**src/rtl/serial_link_pkg.sv**
```systemverilog
// Shared definitions for the serial register link: symbol framing,
// master FSM state encoding and default opcode bytes.
package serial_link_pkg;

  // One symbol on the wire: 0, 1, flag, d7..d0, 0, 0 (MSB first).
  localparam int SYM_W = 13;

  localparam logic [1:0] SYM_PREAMBLE = 2'b01;
  localparam logic [1:0] SYM_TRAILER  = 2'b00;

  localparam logic [7:0] DEF_WR_OP = 8'h01;
  localparam logic [7:0] DEF_RD_OP = 8'h02;

  typedef enum logic [1:0] {
    IDLE = 2'd0,
    SEND = 2'd1,
    WAIT = 2'd2
  } state_e;

  // Build one framed symbol; last=1 marks the final symbol of a frame.
  function automatic logic [SYM_W-1:0] sym_encode(input logic [7:0] data,
                                                  input logic       last);
    return {SYM_PREAMBLE, last, data, SYM_TRAILER};
  endfunction

endpackage

```
**src/rtl/serial_byte_rx.sv**
```systemverilog
// Always-running receiver: 2-flop synchroniser on the asynchronous line,
// then a 12-bit deframer. The leading 0 of each symbol is not stored, so a
// symbol is complete when the preamble 1 reaches bit 11 with the trailer
// zeros in bits 1:0. byte_valid is a one-cycle decode of the register.
module serial_byte_rx
  import serial_link_pkg::*;
(
  input  logic       clk,
  input  logic       rst,
  input  logic       ser_in,
  output logic       byte_valid,
  output logic [7:0] byte_data,
  output logic       flag
);

  logic        sync1;
  logic        sync2;
  logic [11:0] sr;

  assign byte_valid = sr[11] && (sr[1:0] == SYM_TRAILER);
  assign byte_data  = sr[9:2];
  assign flag       = sr[10];

  // Synchronise the line and shift it in; clear after each detected symbol
  // so stale bits can never alias into the next one.
  always_ff @(posedge clk) begin
    if (rst) begin
      sync1 <= 1'b0;
      sync2 <= 1'b0;
      sr    <= '0;
    end else begin
      sync1 <= ser_in;
      sync2 <= sync1;
      if (byte_valid) sr <= '0;
      else            sr <= {sr[10:0], sync2};
    end
  end

endmodule

```
**src/rtl/serial_bus_master.sv**
```systemverilog
// Serial register-link master: frames local read/write requests into
// 13-bit symbols on ser_out, then collects the remote response bytes from
// ser_in and reports read data, status and timeout with a done pulse.
//
// Handshake: req_wr/req_rd are one-cycle valids with no ready; they are
// taken only while busy=0 (IDLE) and dropped without effect otherwise.
// busy rises the cycle after acceptance and falls in the cycle done is
// high; done is a one-cycle pulse and rsp_*/timeout are valid with it.
module serial_bus_master
  import serial_link_pkg::*;
#(
  parameter int         ADDR_W  = 16,
  parameter int         DATA_W  = 16,
  parameter int         TIMEOUT = 1023,
  parameter logic [7:0] WR_OP   = DEF_WR_OP,
  parameter logic [7:0] RD_OP   = DEF_RD_OP
) (
  input  logic              clk,
  input  logic              rst,
  input  logic              req_wr,
  input  logic              req_rd,
  input  logic [ADDR_W-1:0] req_addr,
  input  logic [DATA_W-1:0] req_wdata,
  output logic              busy,
  output logic              done,
  output logic              timeout,
  output logic [DATA_W-1:0] rsp_rdata,
  output logic [7:0]        rsp_status,
  output logic              ser_out,
  input  logic              ser_in,
  output logic [15:0]       bytes_sent,
  output logic [15:0]       bytes_seen,
  output state_e            state_dbg
);

  localparam int AB      = ADDR_W / 8;
  localparam int DB      = DATA_W / 8;
  localparam int WR_SYMS = DB + AB + 1;
  localparam int RD_SYMS = AB + 1;
  localparam int FRAME_W = SYM_W * WR_SYMS;
  localparam int ACC_W   = DATA_W + 8;
  localparam int TMO_W   = $clog2(TIMEOUT + 1);

  localparam logic [TMO_W-1:0] TMO_LAST     = TMO_W'(TIMEOUT - 1);
  localparam logic [3:0]       SYM_LAST_BIT = 4'(SYM_W - 1);

  state_e             state_q;
  state_e             state_d;
  logic [FRAME_W-1:0] frame_sr;
  logic [FRAME_W-1:0] wr_frame;
  logic [FRAME_W-1:0] rd_frame;
  logic [3:0]         bit_idx;
  logic [3:0]         sym_left;
  logic [TMO_W-1:0]   tmo_cnt;
  logic [ACC_W-1:0]   acc;
  logic [ACC_W-1:0]   acc_next;
  logic               rx_valid;
  logic               rx_flag;
  logic [7:0]         rx_byte;
  logic               accept;
  logic               send_last;
  logic               rsp_hit;
  logic               tmo_hit;

  assign busy      = (state_q != IDLE);
  assign state_dbg = state_q;
  assign acc_next  = {acc[ACC_W-9:0], rx_byte};

  serial_byte_rx u_rx (
    .clk        (clk),
    .rst        (rst),
    .ser_in     (ser_in),
    .byte_valid (rx_valid),
    .byte_data  (rx_byte),
    .flag       (rx_flag)
  );

  // Frame builder: both candidate frames left-aligned, MSB byte first.
  always_comb begin
    wr_frame = '0;
    rd_frame = '0;
    for (int i = 0; i < DB; i++) begin
      wr_frame[FRAME_W-1-SYM_W*i -: SYM_W] =
        sym_encode(req_wdata[DATA_W-1-8*i -: 8], 1'b0);
    end
    for (int i = 0; i < AB; i++) begin
      wr_frame[FRAME_W-1-SYM_W*(DB+i) -: SYM_W] =
        sym_encode(req_addr[ADDR_W-1-8*i -: 8], 1'b0);
      rd_frame[FRAME_W-1-SYM_W*i -: SYM_W] =
        sym_encode(req_addr[ADDR_W-1-8*i -: 8], 1'b0);
    end
    wr_frame[FRAME_W-1-SYM_W*(DB+AB) -: SYM_W] = sym_encode(WR_OP, 1'b1);
    rd_frame[FRAME_W-1-SYM_W*AB -: SYM_W]      = sym_encode(RD_OP, 1'b1);
  end

  // Next-state logic and the per-cycle events that drive the datapath.
  // A flagged symbol wins over the timeout expiring in the same cycle.
  always_comb begin
    state_d   = state_q;
    accept    = 1'b0;
    send_last = 1'b0;
    rsp_hit   = 1'b0;
    tmo_hit   = 1'b0;
    case (state_q)
      IDLE: begin
        accept = req_wr || req_rd;
        if (accept) state_d = SEND;
      end
      SEND: begin
        send_last = (bit_idx == SYM_LAST_BIT) && (sym_left == 4'd1);
        if (send_last) state_d = WAIT;
      end
      WAIT: begin
        rsp_hit = rx_valid && rx_flag;
        tmo_hit = (tmo_cnt == TMO_LAST) && !rsp_hit;
        if (rsp_hit || tmo_hit) state_d = IDLE;
      end
      default: state_d = IDLE;
    endcase
  end

  // State register.
  always_ff @(posedge clk) begin
    if (rst) state_q <= IDLE;
    else     state_q <= state_d;
  end

  // Transmit path: load the frame on acceptance, then one bit per cycle.
  always_ff @(posedge clk) begin
    if (rst) begin
      frame_sr   <= '0;
      bit_idx    <= '0;
      sym_left   <= '0;
      ser_out    <= 1'b0;
      bytes_sent <= '0;
    end else if (accept) begin
      frame_sr <= req_wr ? wr_frame : rd_frame;
      sym_left <= req_wr ? 4'(WR_SYMS) : 4'(RD_SYMS);
      bit_idx  <= '0;
      ser_out  <= 1'b0;
    end else if (state_q == SEND) begin
      ser_out  <= frame_sr[FRAME_W-1];
      frame_sr <= frame_sr << 1;
      if (bit_idx == 4'd0) bytes_sent <= bytes_sent + 16'd1;
      if (bit_idx == SYM_LAST_BIT) begin
        bit_idx  <= '0;
        sym_left <= sym_left - 4'd1;
      end else begin
        bit_idx <= bit_idx + 4'd1;
      end
    end else begin
      ser_out <= 1'b0;
    end
  end

  // Response side: timeout count, accumulator, status outputs, rx counter.
  always_ff @(posedge clk) begin
    if (rst) begin
      tmo_cnt    <= '0;
      timeout    <= 1'b0;
      done       <= 1'b0;
      acc        <= '0;
      rsp_rdata  <= '0;
      rsp_status <= '0;
      bytes_seen <= '0;
    end else begin
      done <= rsp_hit || tmo_hit;
      if (accept) begin
        tmo_cnt <= '0;
        timeout <= 1'b0;
      end else if (state_q == WAIT) begin
        tmo_cnt <= tmo_cnt + TMO_W'(1);
      end
      if (rsp_hit) begin
        rsp_status <= acc_next[7:0];
        rsp_rdata  <= acc_next[ACC_W-1:8];
        timeout    <= 1'b0;
      end else if (tmo_hit) begin
        timeout <= 1'b1;
      end
      if (accept)        acc <= '0;
      else if (rx_valid) acc <= acc_next;
      if (rx_valid) bytes_seen <= bytes_seen + 16'd1;
    end
  end

endmodule
```
**config.mk**
```make
export PLATFORM = sky130hd
export DESIGN_NAME = serial_bus_master
export DESIGN_NICKNAME = d
export VERILOG_FILES = /design/src/rtl/serial_link_pkg.sv /design/src/rtl/serial_byte_rx.sv /design/src/rtl/serial_bus_master.sv
export SDC_FILE = /design/constraint.sdc
export NUM_CORES = 1
export LEC_CHECK = 0
export ABC_AREA = 1
export CORE_ASPECT_RATIO = 0.6
export CORE_MARGIN = 1.5
export CORE_UTILIZATION = 50
export CTS_BUF_LIST = sky130_fd_sc_hd__clkbuf_4
export CTS_CLUSTER_DIAMETER = 120
export DETAILED_ROUTE_END_ITERATION = 12
export PLACE_DENSITY = 0.71
export SLEW_MARGIN = 20
export SYNTH_ARGS = -nofsm -noshare
export SYNTH_HDL_FRONTEND = slang
export SYNTH_SLANG_ARGS = --single-unit
```
**constraint.sdc**
```tcl
create_clock -name clk -period 1.7 [get_ports clk]
set_clock_uncertainty 0.05 [all_clocks]
set_input_delay 0.255 -clock clk [delete_from_list [all_inputs] [get_ports clk]]
set_output_delay 0.255 -clock clk [all_outputs]
set_load 0.005 [all_outputs]
```
# ---- Word level (Yosys, flattened, before mapping)
# Cells that the tools add are included.
# Widths: inputs -> output; s select.
dict set report word_totals {
  in_bits 37
  memories 0
  mem_bits_rw 0
  latch_bits 0
  romBits 0
  regBits 174
  out_inout_bits 62
  word_cells 70
}
dict set report op_classes {
  muxes 17
  n_addsub 5
  multipliers 0
  shift 0
  bitwise_logic 2
  n_reduce_logical 22
  n_eq_ne 8
  magnitude_cmp 0
  div 0
}
# cell count
set op_table {}
lappend op_table {{$mux 65} 2}
lappend op_table {{$mux 62} 1}
lappend op_table {{$add 16x1->16 const B} 2}
lappend op_table {{$mux 4} 4}
lappend op_table {{$add 10x1->10 const B} 1}
lappend op_table {{$eq 10x10->1 const B} 1}
lappend op_table {{$reduce_bool 2->1} 4}
lappend op_table {{$mux 2} 3}
lappend op_table {{$ne 2x2->1 const B} 3}
lappend op_table {{$pmux 2 s3} 1}
lappend op_table {{$reduce_and 3->1} 2}
lappend op_table {{$reduce_or 2->1} 3}
lappend op_table {{$mux 1} 5}
lappend op_table {{$add 4x1->4 const B} 1}
lappend op_table {{$eq 4x1->1 const B} 1}
lappend op_table {{$eq 4x4->1 const B} 1}
lappend op_table {{$logic_and 1x1->1} 4}
lappend op_table {{$logic_not 2->1} 2}
lappend op_table {{$logic_not 4->1} 1}
lappend op_table {{$sub 4x1->4 const B} 1}
lappend op_table {{$logic_or 1x1->1} 3}
lappend op_table {{$mux 3} 1}
lappend op_table {{$reduce_or 3->1} 1}
lappend op_table {{$eq 2x1->1 const B} 1}
lappend op_table {{4 further kinds} 5}

# ---- Longest topological paths before layout
# Gate-level depths: netlist of the first run.
dict set report depth {
  ltp_word 8
  ltp_mapped 10
  ltp_nobuf 9
}

# ---- Hierarchy
# Synthesis of the first run repeated with hierarchy kept, for this count alone.
dict set report unflattened {
  hier_cells 938
  hier_area_um2 7158.1
}
# mod seq_area_each_um2 cells_each instances area_per_inst_um2
set by_module_without_submodules {}
lappend by_module_without_submodules {serial_bus_master 3163.0 882 1 6631.4}
lappend by_module_without_submodules {serial_byte_rx 280.3 56 1 526.8}

# ---- Least setup slack after synthesis of the first run
# OpenSTA, ideal clock, no wires.
dict set report synth_timing {
  path_type {register to register}
  start {reg state_q[0], in the netlist state_dbg[0]}
  end {reg frame_sr[58]}
  path_buffers 2
  period_less_slack_ps 1436
  setup_time_ps 117
  t_arrival_ps 1269
  t_required_ps 1533
  path_stages_with_launch 10
  slack_ps 264
  path_cell_list {dfxtp_1 -> inv_2 -> nand2_4 -> nor2_8 -> inv_4 -> nand2_2 -> buf_6 -> buf_6 -> o21ai_0 -> nor2_1}
}
dict set report synth_between {
  elab_chain_len 3
  elab_cells_between_ends 5
  classes_between {eq/ne: 1; mux: 2; reduce/logical: 2}
}
# item line_no
set synth_lines {}
lappend synth_lines {{from (decl)} serial_bus_master.sv:47} ;# state_e state_q;
lappend synth_lines {{from (signal assigned)} serial_bus_master.sv:125} ;# else state_q <= state_d;
lappend synth_lines {{$logic_not 2->1} serial_bus_master.sv:104} ;# case (state_q)
lappend synth_lines {{$mux 1} serial_bus_master.sv:104}
lappend synth_lines {{$mux 65 / $reduce_bool 2->1 (equally long branches)} -}
lappend synth_lines {{to (signal assigned)} serial_bus_master.sv:137} ;# frame_sr <= req_wr ? wr_frame : rd_frame;
lappend synth_lines {{to (signal assigned)} serial_bus_master.sv:143} ;# frame_sr <= frame_sr << 1;
lappend synth_lines {{to (decl)} serial_bus_master.sv:49} ;# logic [FRAME_W-1:0] frame_sr;
# Parallel ways exist; a longest one is shown, timed or not.
# A chain may end at the register's enable or synchronous reset.

# ---- Worst setup path after layout of the first run
dict set report layout_timing {
  start {reg state_q[0], in the netlist state_dbg[0]}
  end {out busy}
}
dict set report layout_between {
  elab_chain_len 1
}
# item line_no
set layout_lines {}
lappend layout_lines {{$reduce_bool 2->1} serial_bus_master.sv:65} ;# assign busy = (state_q != IDLE);
lappend layout_lines {{to (decl)} serial_bus_master.sv:24} ;# output logic busy,
# No other way between the ends.

==> results.cfg, run 1 <==
[pwr]
p_leak_nw = 3.960
p_total_w = 0.008333
ir_drop_mv = 0.5348
cellPowerDensity_nw_per_um2 = 903.5

[final_layout]
area_growth_syn_to_layout_pct = 28.52
layout-drive-gt1-share_pct = 19.31
design_area_um2 = 9224
diodes = 0
fin_nets = 1130
stdcell_count = 1290

[global_routing]
grt_pass1_wl_um = 29240
grt_max_degree = 36
top_usage_layer = met1
grt_util_all_layers_pct = 24.59
antenna_found_initial = 0
gr-total-overflow = 0
use_met2_pct = 35.05
grtUsageMet1_pct = 37.02
grt_pass1_vias = 5957
grtUsageMet3_pct = 4.818

[floorplan]
die_x_um = 157.7
core_area_um2 = 13830
initial_core_util_pct = 51.89
die_area_um2 = 15100
die_h_um = 95.80
core.rowCount = 33
io_pins = 99

[sta]
fin_crit_ps = 1627
worst_slack_ps = 73.02
hold_violations = 0
tightest_slew_ps = 445.1
fin_tns_setup_ps = 0
finalCritPeriodShare_pct = 95.70
setup_viol = 0
finalMaxSlewViolations = 0
max_clock_freq_ghz = 0.6146
timing.slew.headroom_pct = 70.30
rsz0062_at_grt = yes

[clock_network]
clkSlewWorstSetupHoldPaths_ps = 170
cts_tree = yes
cts.sinks = 172
clk_latency_ps = 580
cts_root_buffer = clkbuf_4
cts_buffer_depth = 2
htreeDepth = 4
cts_buffers = 17

[critical_path]
worstSetupStartpointType = register
rr_worst_depth = 8
arrival_ps = 1320
cp.required_ps = 1390
r2r-end = bytes_seen[10]
endpoint_kind = output port
r2r_slack_ps = 80
worst-setup-path-type = register to output port
critPathLaunch = state_dbg[0]
crit_path_max_incr_delay_ps = 370
slowest_stage = dfxtp_4
reg2reg_from = bytes_seen[1]
path_max_fanout = 3
path_cells = buf_4, inv_4, nand2_4, clkbuf_2
crit_path_end = busy

[outcome]
status = complete, no violations

[yosys]
synth_top_cells_by_area = dfxtp_1, nand2_1, nor2_1
synth_most_common_cell = dfxtp_1
syn_area_um2 = 7177
synth-edff-count = 0
ys_seq_elements = 172
synthCells = 939
ys_top_cells_by_count = dfxtp_1, nand2_1, nor2_1
synthFlopType = dfxtp_1
synth.avg_cell_area_um2 = 7.643
syn-num-nets = 984
ys_types = 39
synth_area_leader_cell = dfxtp_1
ys.warnings.count = 0
async_flop_share_pct = 0
yosysTopAreaCellShare_pct = 47.98
seq_area_frac_synth_pct = 47.98

[route]
dr.pass1.iters = 4
via_count = 6599
vias_per_cell = 5.116
drtIter0Drc = 436
antenna_left = 0
wire_per_inst_um = 13.71
drc = 0
wl_um = 17690

[hold_path]
holdCritStartpoint = ser_in
hold_class = primary input to register

[place]
dpl.hpwl_um = 12100
io_buffer_count = 98
globalplace.congestion = 0.8431
dp_cells = 1224
placed_area_um2 = 8543
dpl_worst_slack_ps = -142.0

[flow_run]
cap_violations = 0
==> placed cells by master (no fill, tap or decap), drive strengths merged, types with 6 or more instances in the layout <==
cell type,count
nand2,173
dfxtp,172
nor2,143
o21ai,106
inv,97
buf,75
a21oi,70
dlygate4sd2,61
nand3,57
clkdlybuf4s50,35
a31oi,19
clkbuf,18
nand4,12
nor3,10
ha,8
clkinv,8
xor2,6
o32ai,6
==> layer usage <==
metal / up-vias / share of wire [%] / wire [um]
li1: 3390 / - / -
met1: 3009 / 53 / 9344
met2: 178 / 40 / 7044
met3: 22 / 6.0 / 1059
met4: 0 / 1.4 / 243
met5: - / 0 / 0
==> per-stage QoR <==
stage                     util (%)  hold WS (ps)
after floorplan                  -         312.0
after global placement       61.76         342.7
after detailed placement     61.76         344.9
after CTS                    66.28         104.0
after global routing         66.68         110.8
final                        66.68         130.4
==> layout make-up <==
type / instances / area (um2)
clock buffer: 17 / 127.6
inverter: 91 / 351.6
timing repair buffer: 173 / 1555
clock inverter: 15 / 230.2
tap: 192 / 240.2
fill: 1199 / 4608
sequential: 172 / 3543
multi-input combinational: 630 / 3176
==> state kept, by name, indices dropped and copies added, names as in the netlist, 2 cells and up <==
signal      cells
u_rx.sr        12
tmo_cnt        10
frame_sr       63
bytes_seen     16
bytes_sent     16
state_dbg       2
acc            16
rsp_rdata      16
sym_left        4
bit_idx         4
rsp_status      8
==> repair_timing <==
item	in CTS	in global routing
setup endpoints to repair	62	15
cloned	0	0
hold endpoints to repair	4	0
hold buffers	1	0
buffers inserted	31	2
pin swaps	0	2
resized for setup	132	15
==> critical path: cells and delay by family (launching register included) <==
kind / cells / cell delay [ps]
simple gates: 1 / 80
buf+inv: 3 / 330
flops: 1 / 370
==> cell families after synthesis <==
group	synth area share (%)
AO/OA/AOI/OAI	17.21
XOR/XNOR	0.8543
adder cells (fa/ha/maj)	1.395
buffers and inverters	8.281
flip-flops	47.98
AND/OR/NAND/NOR	24.29
==> worst min-delay path by stage <==
stage | cells after the start | end
floorplan | 2 | u_rx.sync1
global placement | 2 | u_rx.sync2
detailed placement | 2 | u_rx.sync2
CTS | 3 | u_rx.sync1
global route | 3 | u_rx.sync1
finish | 3 | u_rx.sync1
==> power breakdown <==
part           internal (W)  total [W]  switching [W]
clock              0.000890    0.00265        0.00176
combinational      0.000554    0.00133       0.000776
sequential          0.00424    0.00435       0.000112
total               0.00568    0.00833        0.00265
No activity file was read; power rests on OpenSTA's default activity.
==> run 2, diff against run 1 <==
HOLD_SLACK_MARGIN = 0.12   (was unset)
PLACE_DENSITY = 0.74   (was 0.71)
SETUP_SLACK_MARGIN = 0.5   (was unset)
==> run 2 against run 1 <==
The flow now finishes with violations (setup timing). Cell area rose by 23%. Power grew 12%. Count of clock-buffer cells in the layout stayed put. Clock power decreased by 6%. Global-route usage is 4.9 points higher. Worst setup slack worse by 200 ps. Routed wire length up 60%. Register-to-register slack worse by 210 ps. Largest power group unchanged. Maximum frequency fell by 11%.
==> results.cfg, run 2 (same netlist as run 1, synthesis figures left out) <==
[outcome]
status = complete, but fails checks
violations = setup timing

[clock_network]
cts_tree = yes
cts.sinks = 172
cts_root_buffer = clkbuf_4
clkSlewWorstSetupHoldPaths_ps = 190
cts_buffer_depth = 2
clk_latency_ps = 610
cts_buffers = 17
htreeDepth = 4

[sta]
finalCritPeriodShare_pct = 107.4
max_clock_freq_ghz = 0.5479
rsz0062_at_grt = yes
hold_violations = 0
setup_viol = 30
tightest_slew_ps = 585.0
timing.slew.headroom_pct = 60.87
finalMaxSlewViolations = 0
fin_crit_ps = 1825
hold_slack_ps = 168.3
worst_slack_ps = -125.1

[route]
drc = 0
wire_per_inst_um = 20.37
vias_per_cell = 5.934
wl_um = 28270
via_count = 8237
antenna_left = 0
dr.pass1.iters = 6
drtIter0Drc = 997

[critical_path]
worst-setup-path-type = register to register
r2r_slack_ps = -130
cp.required_ps = 2170
path_max_fanout = 3
worstSetupStartpointType = register
arrival_ps = 2290
endpoint_kind = register

[place]
globalplace.congestion = 0.8396
dpl_worst_slack_ps = -111.7
dpl.hpwl_um = 11840
placed_area_um2 = 8677
io_buffer_count = 98

[final_layout]
final_common_cell = nand2_1
layout_common_cells = nand2_1, dfxtp_1, nor2_1
fin_nets = 1228
largest_reg_flops = 63
diodes = 0
area_growth_syn_to_layout_pct = 58.54
layout-drive-gt1-share_pct = 42.14
regMostFlops = frame_sr
design_area_um2 = 11380

[global_routing]
antenna_found_initial = 0
grt_pass1_wl_um = 34740
grt_max_degree = 63
grt_util_all_layers_pct = 29.53
grt_pass1_vias = 6880
gr-total-overflow = 0

[floorplan]
initial_core_util_pct = 51.89
io_pins = 99
die_h_um = 95.80
core.rowCount = 33
die_area_um2 = 15100
die_x_um = 157.7
core_area_um2 = 13830

[hold_path]
hold_class = primary input to register

[flow_run]
cap_violations = 0

[pwr]
ir_drop_mv = 0.4933
cellPowerDensity_nw_per_um2 = 822.5
p_leak_nw = 4.596
run 2: cell types whose count changed in the layout (fill, tap and decap cells not counted), sizes merged, moves of 2 or more:
cell | before | now
buf | 75 | 219
dlygate4sd2 | 61 | 0
dlygate4sd3 | 1 | 8
clkbuf | 18 | 21
bufbuf | 0 | 2
run 2: path summary, 6_finish.rpt:
kind | start | endpoint | cells past startpoint
max | state_dbg[0] | tmo_cnt[6] | 9
min | rst | acc[9] | 5
max reg2reg | state_dbg[0] | tmo_cnt[6] | 9
min reg2reg | u_rx.sync2 | u_rx.sr[0] | 2
run 2: metrics by stage:
stage          cells  setup TNS [ps]  power [W]  utilization [%]
3_5_place_dp    1219           -2909   0.005782            62.73
6_report        1388           -1199   0.009359            82.26
2_1_floorplan    939               0   0.005297                -
5_1_grt         1388           -2288   0.009634            82.26
3_3_place_gp    1219           -1352   0.005769            62.73
4_1_cts         1335               0   0.008781            73.20
run 2: critical path, cell delays in order, from the launching register on:
cell	delay, ps
dfxtp_4	400
buf_6	120
buf_6	120
nor2_4	190
buf_4	170
nand3_2	90
nor2_2	170
nand2_1	110
o21ai_0	210
a21oi_1	70
run 2: what timing repair did:
action,4_1_cts,5_1_grt
gates cloned,12,6
hold buffers,8,0
resized for setup,450,192
buffers inserted,64,47
endpoints found under the hold margin,19,0
pin swaps,24,53
endpoints found under the setup margin,225,232
run 2: power breakdown:
part | internal, W | switching, W | leakage [nW]
combinational | 0.00120 | 0.00127 | 3.00
clock | 0.000693 | 0.00180 | 0.162
sequential | 0.00423 | 0.000163 | 1.44
run 2: final cells by class:
cell class	instances	area [um2]
multi-input cells	631	3911
inverters	91	392.9
repair inverters	2	22.52
flip-flops and latches	172	3565
repair buffers	268	2945
fillers	725	2454
well taps	192	240.2
clock inverters	15	173.9
clock buffers	17	127.6
run 2: per-layer routing:
metal  up-vias  global-route usage [%]  share of wire [%]
li1       3586                       -                  -
met1      3843                   41.21                 39
met2       635                   45.43                 44
met3       173                   6.439                 12
met4         0                   9.670                5.2
met5         -                       0                  0
